**src/rtl/resolution_overlay_ctrl.sv**
```systemverilog
// Resolution label overlay sequencer: fetches one glyph row per line from the char ROM and serialises it MSB-first.
// Optional 2x scaling (bit and row doubling) is enabled by defining RESOLUTION_OVERLAY_SCALE2X_EN.
module resolution_overlay_ctrl #(
    parameter int X_START = 64,
    parameter int Y_START = 32,
    parameter int ROWS    = 16,
    parameter int COLS    = 192
) (
    input  logic            clock,
    input  logic            reset_n,
    input  logic [1:0]      videoMode,
    input  logic            frame_start,
    input  logic            line_start,
    input  logic [11:0]     hpos,
    input  logic [11:0]     vpos,
    input  logic            de,
    output logic [1:0]      rom_mode,
    output logic [3:0]      rom_addr,
    input  logic [COLS-1:0] rom_q,
    output logic            pixel_on,
    output logic            busy
);

`ifdef RESOLUTION_OVERLAY_SCALE2X_EN
    localparam int S     = 2;
    localparam int LOG_S = 1;
`else
    localparam int S     = 1;
    localparam int LOG_S = 0;
`endif

    localparam int NPIX = COLS * S;
    localparam int CW   = $clog2(COLS * 2 + 1);

    localparam logic [11:0]   X_START_V = 12'(X_START);
    localparam logic [11:0]   Y_START_V = 12'(Y_START);
    localparam logic [11:0]   Y_END_V   = 12'(Y_START + ROWS * S);
    localparam logic [CW-1:0] NPIX_V    = CW'(NPIX);

    typedef enum logic [2:0] {
        ST_IDLE,
        ST_FETCH,
        ST_WAIT,
        ST_LOAD,
        ST_ARMED,
        ST_SHIFT
    } state_t;

    state_t          r_state;
    state_t          w_state_next;

    logic [1:0]      r_rom_mode;
    logic [3:0]      r_rom_addr;
    logic [COLS-1:0] r_shreg;
    logic [CW-1:0]   r_col;
    logic            r_pixel_on;

    logic            w_in_range;
    logic            w_fetch;
    logic            w_load;
    logic            w_emit;
    logic            w_shift;

    assign w_in_range = (vpos >= Y_START_V) && (vpos < Y_END_V);

`ifdef RESOLUTION_OVERLAY_SCALE2X_EN
    // Pixel 0 is emitted from ARMED; the register advances after every odd pixel index.
    assign w_shift = (r_state == ST_SHIFT) & r_col[0];
`else
    assign w_shift = 1'b1;
`endif

    always_ff @(posedge clock or negedge reset_n) begin
        if (!reset_n) begin
            r_state <= ST_IDLE;
        end else begin
            r_state <= w_state_next;
        end
    end

    always_comb begin
        w_state_next = r_state;
        w_fetch      = 1'b0;
        w_load       = 1'b0;
        w_emit       = 1'b0;
        // A new line always restarts the sequence, whatever was in flight.
        if (line_start) begin
            w_state_next = w_in_range ? ST_FETCH : ST_IDLE;
        end else if (frame_start) begin
            w_state_next = ST_IDLE;
        end else begin
            case (r_state)
                ST_IDLE: begin
                end
                ST_FETCH: begin
                    w_fetch      = 1'b1;
                    w_state_next = ST_WAIT;
                end
                ST_WAIT: begin
                    w_state_next = ST_LOAD;
                end
                ST_LOAD: begin
                    w_load       = 1'b1;
                    w_state_next = ST_ARMED;
                end
                ST_ARMED: begin
                    if (de && (hpos == X_START_V)) begin
                        w_emit       = 1'b1;
                        w_state_next = ST_SHIFT;
                    end
                end
                ST_SHIFT: begin
                    if (!de || (r_col == NPIX_V)) begin
                        w_state_next = ST_IDLE;
                    end else begin
                        w_emit = 1'b1;
                    end
                end
                default: begin
                    w_state_next = ST_IDLE;
                end
            endcase
        end
    end

    always_ff @(posedge clock or negedge reset_n) begin
        if (!reset_n) begin
            r_rom_mode <= '0;
            r_rom_addr <= '0;
            r_shreg    <= '0;
            r_col      <= '0;
            r_pixel_on <= 1'b0;
        end else begin
            if (frame_start) begin
                r_rom_mode <= videoMode;
            end
            if (w_fetch) begin
                r_rom_addr <= 4'((vpos - Y_START_V) >> LOG_S);
            end
            if (w_load) begin
                r_shreg <= rom_q;
                r_col   <= '0;
            end else if (w_emit) begin
                r_col <= r_col + CW'(1);
                if (w_shift) begin
                    r_shreg <= {r_shreg[COLS-2:0], 1'b0};
                end
            end
            r_pixel_on <= w_emit & r_shreg[COLS-1];
        end
    end

    assign rom_mode = r_rom_mode;
    assign rom_addr = r_rom_addr;
    assign pixel_on = r_pixel_on;
    assign busy     = (r_state != ST_IDLE);

endmodule

```
**config.mk**
```make
export PLATFORM = sky130hd
export DESIGN_NAME = resolution_overlay_ctrl
export DESIGN_NICKNAME = d
export VERILOG_FILES = /design/src/rtl/resolution_overlay_ctrl.sv
export SDC_FILE = /design/constraint.sdc
export NUM_CORES = 1
export LEC_CHECK = 0
export ABC_CLOCK_PERIOD_IN_PS = 3800
export BUFFER_PORTS_ARGS = -buffer_cell sky130_fd_sc_hd__buf_2
export CAP_MARGIN = 20
export CORE_MARGIN = 3
export CORE_UTILIZATION = 40
export CTS_CLUSTER_DIAMETER = 150
export DETAILED_ROUTE_END_ITERATION = 12
export MAX_ROUTING_LAYER = met4
export PLACE_DENSITY = 0.74
export SYNTH_ARGS = -nofsm -noshare
export SYNTH_HDL_FRONTEND = slang
export SYNTH_SLANG_ARGS = --single-unit
export TNS_END_PERCENT = 10
```
**constraint.sdc**
```tcl
create_clock -name clock -period 3.8 [get_ports clock]
set_clock_uncertainty 0.05 [all_clocks]
set_input_delay 0.76 -clock clock [delete_from_list [all_inputs] [get_ports clock]]
set_output_delay 0.76 -clock clock [all_outputs]
set_load 0.005 [all_outputs]
```
==> Word-level counts from Yosys, hierarchy flattened <==
Index checks and enable logic that the tools add are counted.
{ "totals": {"register_bits": 211, "latchBits": 0, "ramBits": 0, "mem_bits_ro": 0, "in_bits": 223, "out_inout_bits": 8, "elab_cells": 50, "memories": 0} }
{ "classes": {"addsub": 2, "multipliers": 0, "div": 0, "magnitude_cmp": 2, "eq_ne": 10, "n_shift": 0, "mux": 21, "bitwise": 1, "reduce_logical": 8} }
{ "op_table": {"columns": ["operator", "count"], "rows": [
  ["two-way mux 192 bit", 2],
  ["two-way mux 9 bit", 2],
  ["one-hot mux 3 bit (6 select lines)", 1],
  ["equality test 12 x 7 -> 1 bit (second input constant)", 1],
  ["greater-or-equal comparator 12 x 6 -> 1 bit (second input constant)", 1],
  ["< comparator 12 x 6 -> 1 bit (second input constant)", 1],
  ["two-way mux 3 bit", 4],
  ["two-way mux 1 bit", 11],
  ["adder 9 x 1 -> 9 bit (second input constant)", 1],
  ["equality test 9 x 8 -> 1 bit (second input constant)", 1],
  ["inequality test 4 bit (second input constant)", 2],
  ["equality test 3 x 2 -> 1 bit (second input constant)", 2],
  ["equality test 3 bit (second input constant)", 2],
  ["subtractor 4 x 1 -> 4 bit (second input constant)", 1],
  ["equality test 3 x 1 -> 1 bit (second input constant)", 1],
  ["logical NOT 3 bit", 1],
  ["inequality test 3 bit (second input constant)", 1],
  ["AND reduction 3 bit", 1],
  ["nonzero test 3 bit", 1],
  ["logical AND 1 bit", 2],
  ["one-hot mux 1 bit (2 select lines)", 1],
  ["nonzero test 2 bit", 1],
  ["bitwise AND 1 bit", 1],
  ["logical NOT 1 bit", 1],
  ["logical OR 1 bit", 1]
]} }

==> Logic depth before layout (Yosys ltp) <==
Gate-level depths: netlist of the first run.
{ "depth": {"ltp_word": 8, "mapped_depth": 9, "ltp_nobuf": 7} }

==> Least setup slack after synthesis of the first run <==
No wires, ideal clock.
{ "synth_path": {"path_type": "input to register", "start": "input hpos[1]", "end": "register r_shreg[100]", "setup_time_ps": 73, "t_arrival_ps": 2173, "required_time_ps": 3677, "slack_ps": 1504, "path_stages": 7, "path_buffers": 2, "cell_sequence": "nor4b_1 -> nand4b_1 -> o21ai_2 -> buf_2 -> clkbuf_1 -> nand2_1 -> a21oi_2"} }
{ "synth_via": {"elab_chain_cells": 7} }
{ "synth_lines": {"columns": ["item", "line_no", "rtl"], "rows": [
  ["start: declaration", "14", "input logic [11:0] hpos,"],
  ["equality test 12 x 7 -> 1 bit", "107", "if (de && (hpos == X_START_V)) begin"],
  ["logical AND 1 bit", "107", null],
  ["two-way mux 1 bit", "107", null],
  ["one-hot mux 1 bit (2 select lines)", "92", "case (r_state)"],
  ["two-way mux 1 bit", "89", "end else if (frame_start) begin"],
  ["two-way mux 1 bit", "87", "if (line_start) begin"],
  ["nonzero test 2 bit (no line)", null, null],
  ["end signal: assignment", "141", "r_shreg <= rom_q;"],
  ["end signal: assignment", "146", "r_shreg <= {r_shreg[COLS-2:0], 1'b0};"],
  ["end: declaration", "54", "logic [COLS-1:0] r_shreg;"]
]} }
Every way passes these cells.
A chain may end at the register's enable or synchronous reset.

==> Worst setup path after layout of the first run <==
{ "layout_path": {"start": "register r_col[4]", "end": "register r_shreg[148]"} }
{ "layout_via": {"elab_chain_cells": 7} }
{ "layout_lines": {"columns": ["item", "line_no", "rtl"], "rows": [
  ["start: declaration", "55", "logic [CW-1:0] r_col;"],
  ["start signal: assignment", "144", "r_col <= r_col + CW'(1);"],
  ["equality test 9 x 8 -> 1 bit", "113", "if (!de || (r_col == NPIX_V)) begin"],
  ["logical OR 1 bit", "113", null],
  ["two-way mux 1 bit", "113", null],
  ["one-hot mux 1 bit (2 select lines)", "92", null],
  ["two-way mux 1 bit", "89", null],
  ["two-way mux 1 bit", "87", null],
  ["nonzero test 2 bit (no line)", null, null]
]} }
Every way passes these cells.

==> results of run 1 <==
==> worst max-delay path, stage by stage, from the launching register on <==
cell and delay, ns:
dfrtp_1 0.42, or4_4 0.57, o211ai_4 0.23, o21a_4 0.71, buf_12 0.35, a21oi_1 0.12, a21oi_1 0.17
==> cell type report <==
class | instances | area share (%)
multi-input combinational | 840 | 35.5
clock inverter | 6 | 0.505
clock buffer | 31 | 5.42
timing repair buffer | 245 | 11.7
sequential | 211 | 43.5
tap | 324 | 3.34
antenna | 1 | 0.0206
inverter | 3 | 0.0927
==> sequential cells by signal (all words and copies together), names as in the netlist <==
register  cells
pixel_on      1
r_col         9
r_shreg     192
r_state       3
rom_addr      4
rom_mode      2
==> metal layers <==
layer	wire (um)	track usage, %	part of all wire, %	up-vias
met2	12000	28.8	49	262
met4	450	4.46	1.8	0
met3	1470	2.37	6.0	37
li1	-	-	-	4201
met5	0	-	0	-
met1	10800	24.6	44	4162
==> worst paths after layout <==
path	slack [ns]	cells after the start	to
max	1.05	6	r_shreg[148]
min	0.22	1	r_shreg[108]
max reg2reg	1.05	6	r_shreg[148]
min reg2reg	0.44	1	pixel_on
max in group asynchronous	2.63	2	r_shreg[7]
min in group clock	0.44	1	pixel_on
==> metrics by stage <==
stage	power, mW	instances
after CTS	4.72	1660
after global routing	4.84	1661
after global placement	2.54	1623
after detailed placement	2.55	1623
final	4.66	1661
after floorplan	2.36	1143
==> cell usage after synthesis, drive strengths merged <==
cell and instances:
a21oi 386, a22oi 1, a31oi 1, a32oi 1
and2 1, and3 2, and4 1, and4b 1
buf 46, clkbuf 43, dfrtp 211, ha 2
inv 3, mux2 6, mux2i 2, nand2 202
nand3 4, nand4 2, nand4b 2, nor2 194
nor2b 1, nor3 2, nor4 4, nor4b 1
o211ai 2, o21a 1, o21ai 6, o2bb2ai 1
o31ai 3, or2 2, or3 4, or4 2
or4b 1, xnor2 2
==> power by group through the flow <==
stage                     sequential, mW  combinational (mW)  clock [mW]
after floorplan                     2.33              0.0376           0
after global placement              2.33               0.217           0
after detailed placement            2.33               0.219           0
after CTS                           2.29               0.220        2.22
after global routing                2.29               0.242        2.31
final                               2.29               0.214        2.16
==> cell families (layout without fill, tap and decap cells) <==
logic type	Yosys count	in the layout	synth area share (%)
compound gates	402	402	24.3
xor+xnor	2	2	0.173
fa+ha+maj	2	2	0.247
buf+inv	92	285	5.63
flops	211	211	52.1
mux	8	8	0.864
other cells	0	1	0
simple gates	426	426	16.7
==> flow_metrics.env, run 1 <==
export IMPL_cts_htree_levels=1
export IMPL_drtIter0Drc=738
export IMPL_cp_end_kind="flop"
export IMPL_final_period_utilization_pct=72.5
export IMPL_grtUsageTotal_pct=18.0
export IMPL_worst_pin_slew_ns=0.989
export IMPL_io_buffers=230
export IMPL_die_x_um=165
export IMPL_gp_congestion=0.776
export IMPL_cts_resized=0
export IMPL_grt_pass1_vias=8194
export IMPL_worst_slack_ns=1.05
export IMPL_status="completed"
export IMPL_mostFrequentLayoutCells="a21oi_1 (280), buf_2 (229), dfrtp_1 (211), nand2_1 (202), nor2_1 (193)"
export IMPL_cp_max_fo=73
export IMPL_drv_cap=0
export IMPL_worstSetupStartpointType="flop"
export IMPL_synthTopCellsByArea="dfrtp_1 (52%), a21oi_1 (14%), a21oi_2 (9.2%)"
export IMPL_grt_overflow_total=0
export IMPL_slew_headroom_pct=34.0
export IMPL_seqCellArea_sq_mm=0.00528
export IMPL_grt_max_degree=185
export IMPL_drive_gt1_share_pct=29.9
export IMPL_via_per_inst=5.21
export IMPL_power_density_mw_per_mm2=384
export IMPL_hold_path_class="input pin to asynchronous set/reset pin"
export IMPL_rsz0062_at_grt="no"
export IMPL_final_cell_area_sq_mm=0.0122
export IMPL_ys_types=45
export IMPL_slew_viol_final=0
export IMPL_clockPowerShare_pct=46.3
export IMPL_ant_nets=0
export IMPL_fillers=2294
export IMPL_post_drt_wl_per_cell_um=14.9
export IMPL_yosys_warnings=0
export IMPL_p_leak_nw=5.58
export IMPL_syn_to_final_growth_pct=19.9
export IMPL_final_core_util_pct=49.4
export IMPL_placed_cell_area_sq_mm=0.0114
export IMPL_fp_dieH_um=165
export IMPL_initial_utilization_pct=41.2
export IMPL_avgSynthCellArea_sq_um=8.87
export IMPL_clock_sinks=211
export IMPL_synth_seq_cells=211
export IMPL_peakVddDrop_mv=0.234
export IMPL_dpl_hpwl_um=15600
export IMPL_cts_tree="built"
export IMPL_synth_top_cell_by_area="dfrtp_1"
export IMPL_multiInputGateArea_sq_mm=0.00431
export IMPL_crit_start="r_col[4]"
export IMPL_num_vias=8662
export IMPL_finalSetupViolCount=0
export IMPL_coreArea_sq_mm=0.0246
export IMPL_arrival_ns=3.12
export IMPL_cp_required_ns=4.17
export IMPL_wirelength_um=24700
export IMPL_syn_inst=1143
export IMPL_antenna_found_initial=1
export IMPL_clockBufferDepth=3
export IMPL_fmax_mhz=363
export IMPL_syn_num_nets=1368
export IMPL_first_pass_iters=5
export IMPL_fin_nets=1550
export IMPL_dieArea_sq_mm=0.0273
export IMPL_worstReg2RegStart="r_col[4]"
export IMPL_switchingPower_mw=1.00
export IMPL_power_frac_comb_pct=4.6
export IMPL_intPower_mw=3.66
export IMPL_root_buffer="clkbuf_16"
export IMPL_rows=57
export IMPL_drc=0
export IMPL_insertion_delay_ns=0.50
export IMPL_layout_commonest_cell="a21oi_1"
export IMPL_clk_pin_slew_worst_paths_ns=0.06
export IMPL_post_cts_buffers=0
export IMPL_fin_setup_tns_ns=0
export IMPL_synth_seq_area_share_pct=52.1
export IMPL_period_needed_ns=2.75
export IMPL_p_sw_share_pct=21.5
export IMPL_synthesis_area_sq_mm=0.0101
export IMPL_grt_pass1_wl_um=40100
export IMPL_ioPinCount=231
export IMPL_report_final_hold_viol_count=0
export IMPL_synth_top_area_share_pct=52.1
export IMPL_pre_cts_slack_ns=0.963
export IMPL_cts_buffers_inserted=24
export IMPL_p_seq_share_pct=49.1
export IMPL_path_class="flop to flop"
export IMPL_cts_hold_buffers=0
export IMPL_hold_ws_ns=0.219
Note: power is estimated with default switching activity, not from simulation.
==> run 2: changes to the inputs <==
--- a/config.mk
+++ b/config.mk
@@ -5,7 +5,8 @@
 export SDC_FILE = /design/constraint.sdc
 export NUM_CORES = 1
 export LEC_CHECK = 0
-export ABC_CLOCK_PERIOD_IN_PS = 3800
+export ABC_AREA = 1
+export ABC_CLOCK_PERIOD_IN_PS = 2850
 export BUFFER_PORTS_ARGS = -buffer_cell sky130_fd_sc_hd__buf_2
 export CAP_MARGIN = 20
 export CORE_MARGIN = 3
@@ -13,7 +14,7 @@
 export CTS_CLUSTER_DIAMETER = 150
 export DETAILED_ROUTE_END_ITERATION = 12
 export MAX_ROUTING_LAYER = met4
-export PLACE_DENSITY = 0.74
+export PLACE_DENSITY = 0.73
 export SYNTH_ARGS = -nofsm -noshare
 export SYNTH_HDL_FRONTEND = slang
 export SYNTH_SLANG_ARGS = --single-unit
==> constraint.sdc (replaced) <==
create_clock -name clock -period 2.85 [get_ports clock]
set_clock_uncertainty 0.05 [all_clocks]
set_input_delay 0.57 -clock clock [delete_from_list [all_inputs] [get_ports clock]]
set_output_delay 0.57 -clock clock [all_outputs]
set_load 0.005 [all_outputs]
==> run 2 against run 1 <==
Hold slack better by 0.029 ns. Largest cell class is now multi-input combinational cells. Global-route usage is 1.5 points higher. Sequential power is 34% higher. Worst setup slack worse by 0.33 ns. Core utilization is 0.89 points lower. Routed wire length is 19% higher. Die area is 11% higher. Register-to-register slack worse by 0.33 ns. Combinational power is 60% higher. Non-clock buffer count is 2 higher. Clock power is 50% higher. Sequential share of layout area is 4.4 points lower.
==> flow_metrics.env, run 2 <==
export IMPL_met1_length_um=13500
export IMPL_cts_resized=0
export IMPL_report_final_hold_viol_count=0
export IMPL_root_buffer="clkbuf_16"
export IMPL_gp_congestion=0.811
export IMPL_via_per_inst=5.04
export IMPL_yosysMostFrequentCell="nand2_1"
export IMPL_slew_headroom_pct=43.1
export IMPL_final_core_util_pct=48.5
export IMPL_final_period_utilization_pct=74.7
export IMPL_grt_overflow_total=0
export IMPL_synth_top_cell_by_area="dfrtp_1"
export IMPL_drc=0
export IMPL_synthesis_area_sq_mm=0.0113
export IMPL_largest_register_ffs=192
export IMPL_cts_tree="built"
export IMPL_die_x_um=174
export IMPL_seqCellArea_sq_mm=0.00528
export IMPL_power_density_mw_per_mm2=493
export IMPL_drive_gt1_share_pct=16.6
export IMPL_dieArea_sq_mm=0.0304
export IMPL_dpl_hpwl_um=17200
export IMPL_finalSetupViolCount=0
export IMPL_grt_pass1_vias=10300
export IMPL_fmax_mhz=470
export IMPL_cts_buffers_inserted=25
export IMPL_cts_htree_levels=1
export IMPL_pre_cts_slack_ns=0.470
export IMPL_wirelength_um=29500
export IMPL_coreArea_sq_mm=0.0279
export IMPL_rows=61
export IMPL_arrival_ns=2.53
export IMPL_path_class="flop to flop"
export IMPL_hold_ws_ns=0.248
export IMPL_synth_async_reset_ratio_pct=100
export IMPL_peakVddDrop_mv=0.323
export IMPL_clk_pin_slew_worst_paths_ns=0.06
export IMPL_period_needed_ns=2.13
export IMPL_p_leak_nw=7.91
export IMPL_drv_cap=0
export IMPL_clockBufferDepth=3
export IMPL_grt_max_degree=146
export IMPL_clock_sinks=211
export IMPL_initial_utilization_pct=40.7
export IMPL_slew_viol_final=0
export IMPL_crit_chain="inv_2 -> nand3_1 -> nor2_4 -> inv_8 -> buf_4 -> nand2_1 -> nand2_1 -> nand2_1 -> nand2_1"
export IMPL_route_met2_wl_um=13900
export IMPL_synthTopCellsByArea="dfrtp_1 (47%), nand2_1 (33%), nand4_1 (11%)"
export IMPL_antenna_found_initial=3
export IMPL_syn_num_nets=1851
export IMPL_crit_top_cell="nand2_1"
export IMPL_crit_slowest_cell="buf_4"
export IMPL_layout_commonest_cell="nand2_1"
export IMPL_num_vias=10900
export IMPL_first_pass_iters=7
export IMPL_synth_top_area_share_pct=46.6
export IMPL_fp_dieH_um=174
export IMPL_hold_path_class="input pin to flop"
export IMPL_synthTopCellsByCount="nand2_1 (996), dfrtp_1 (211), nand4_1 (199), buf_2 (62), clkbuf_1 (53)"
export IMPL_ioPinCount=231
export IMPL_synthFlopType="dfrtp_1"
export IMPL_avgSynthCellArea_sq_um=6.97
export IMPL_cp_required_ns=3.25
export IMPL_yosys_warnings=0
export IMPL_cp_max_fo=69
export IMPL_syn_inst=1626
export IMPL_io_buffers=230
export IMPL_status="completed"
export IMPL_dr_wl_met3_um=1520
export IMPL_cp_end_kind="flop"
export IMPL_post_drt_wl_per_cell_um=13.6
export IMPL_topRoutingLayerUsed="met4"
export IMPL_drtIter0Drc=964
export IMPL_fillers=2748
export IMPL_cpPeakStageDelay_ns=0.60
export IMPL_crit_family="buffers and inverters"
export IMPL_grt_pass1_wl_um=49500
export IMPL_top_register="r_shreg"
export IMPL_worstSetupStartpointType="flop"
export IMPL_fin_nets=1995
export IMPL_synth_seq_area_share_pct=46.6
export IMPL_ys_types=25
export IMPL_fin_setup_tns_ns=0
export IMPL_rsz0062_at_grt="no"
export IMPL_multiInputGateArea_sq_mm=0.00541
export IMPL_ant_nets=0
export IMPL_synth_edff_count=0
export IMPL_syn_to_final_growth_pct=19.1
export IMPL_synth_seq_cells=211
export IMPL_mostFrequentLayoutCells="nand2_1 (996), buf_2 (229), dfrtp_1 (211), nand4_1 (199), clkbuf_16 (25)"
export IMPL_worst_slack_ns=0.721
export IMPL_worst_pin_slew_ns=0.853
export IMPL_cp_num_buf_inv=3
export IMPL_insertion_delay_ns=0.52
export IMPL_grtUsageTotal_pct=19.5
export IMPL_finalPower_mw=6.66
[run 2: where the power goes]
| part | total [mW] | switching, mW | internal, mW |
|---|---|---|---|
| Clock | 3.24 | 1.27 | 1.97 |
| Sequential | 3.08 | 0.0279 | 3.05 |
| Combinational | 0.342 | 0.173 | 0.169 |
[run 2: kinds of logic (layout without fill, tap and decap cells)]
logic type	Yosys count	count (layout)	share of synthesized area (%)
AOI/OAI and AO/OA	11	11	0.530
xor gates and xnor gates	6	6	0.463
adders and majority gates	2	2	0.221
buffers and inverters	154	313	6.05
DFF	211	211	46.6
muxes	2	2	0.199
other	0	3	0
and+or+nand+nor	1240	1240	46.0
[run 2: worst paths after layout]
| kind | from | end | slack [ns] | cells after the start |
|---|---|---|---|---|
| max | r_state[2] | r_shreg[137] | 0.72 | 9 |
| min | videoMode[0] | rom_mode[0] | 0.25 | 2 |
| max reg2reg | r_state[2] | r_shreg[137] | 0.72 | 9 |
| min reg2reg | rom_addr[2] | rom_addr[2] | 0.43 | 2 |
| max in group asynchronous | reset_n | r_shreg[129] | 1.43 | 3 |
| min in group asynchronous | reset_n | r_shreg[26] | 0.57 | 2 |
[run 2: cell type report]
type                            instances  area share [%]
Multi-Input combinational cell       1261            40.1
Sequential cell                       211            39.1
Timing Repair Buffer                  247            10.5
Clock buffer                           32            5.12
Tap cell                              378            3.50
Clock inverter                         10           0.973
Inverter                               24           0.722
Antenna cell                            3          0.0556
[run 2: per-layer routing]
metal  GRT usage, %  vias to the layer above
met5              -                        -
met4           5.13                        0
met3           2.53                       40
met2           32.1                      276
met1           25.7                     5106
li1               -                     5502
[run 2: metrics by stage]
step | cell area, sq um | std cells
after floorplan | 11300 | 1626
after global placement | 12700 | 2120
after detailed placement | 12700 | 2120
after CTS | 13500 | 2163
after global routing | 13500 | 2166
final | 13500 | 2166
[run 2: repair_timing]
item,in CTS,in global routing
hold endpoints to repair,29,0
buffers inserted,0,0
hold buffers,1,0
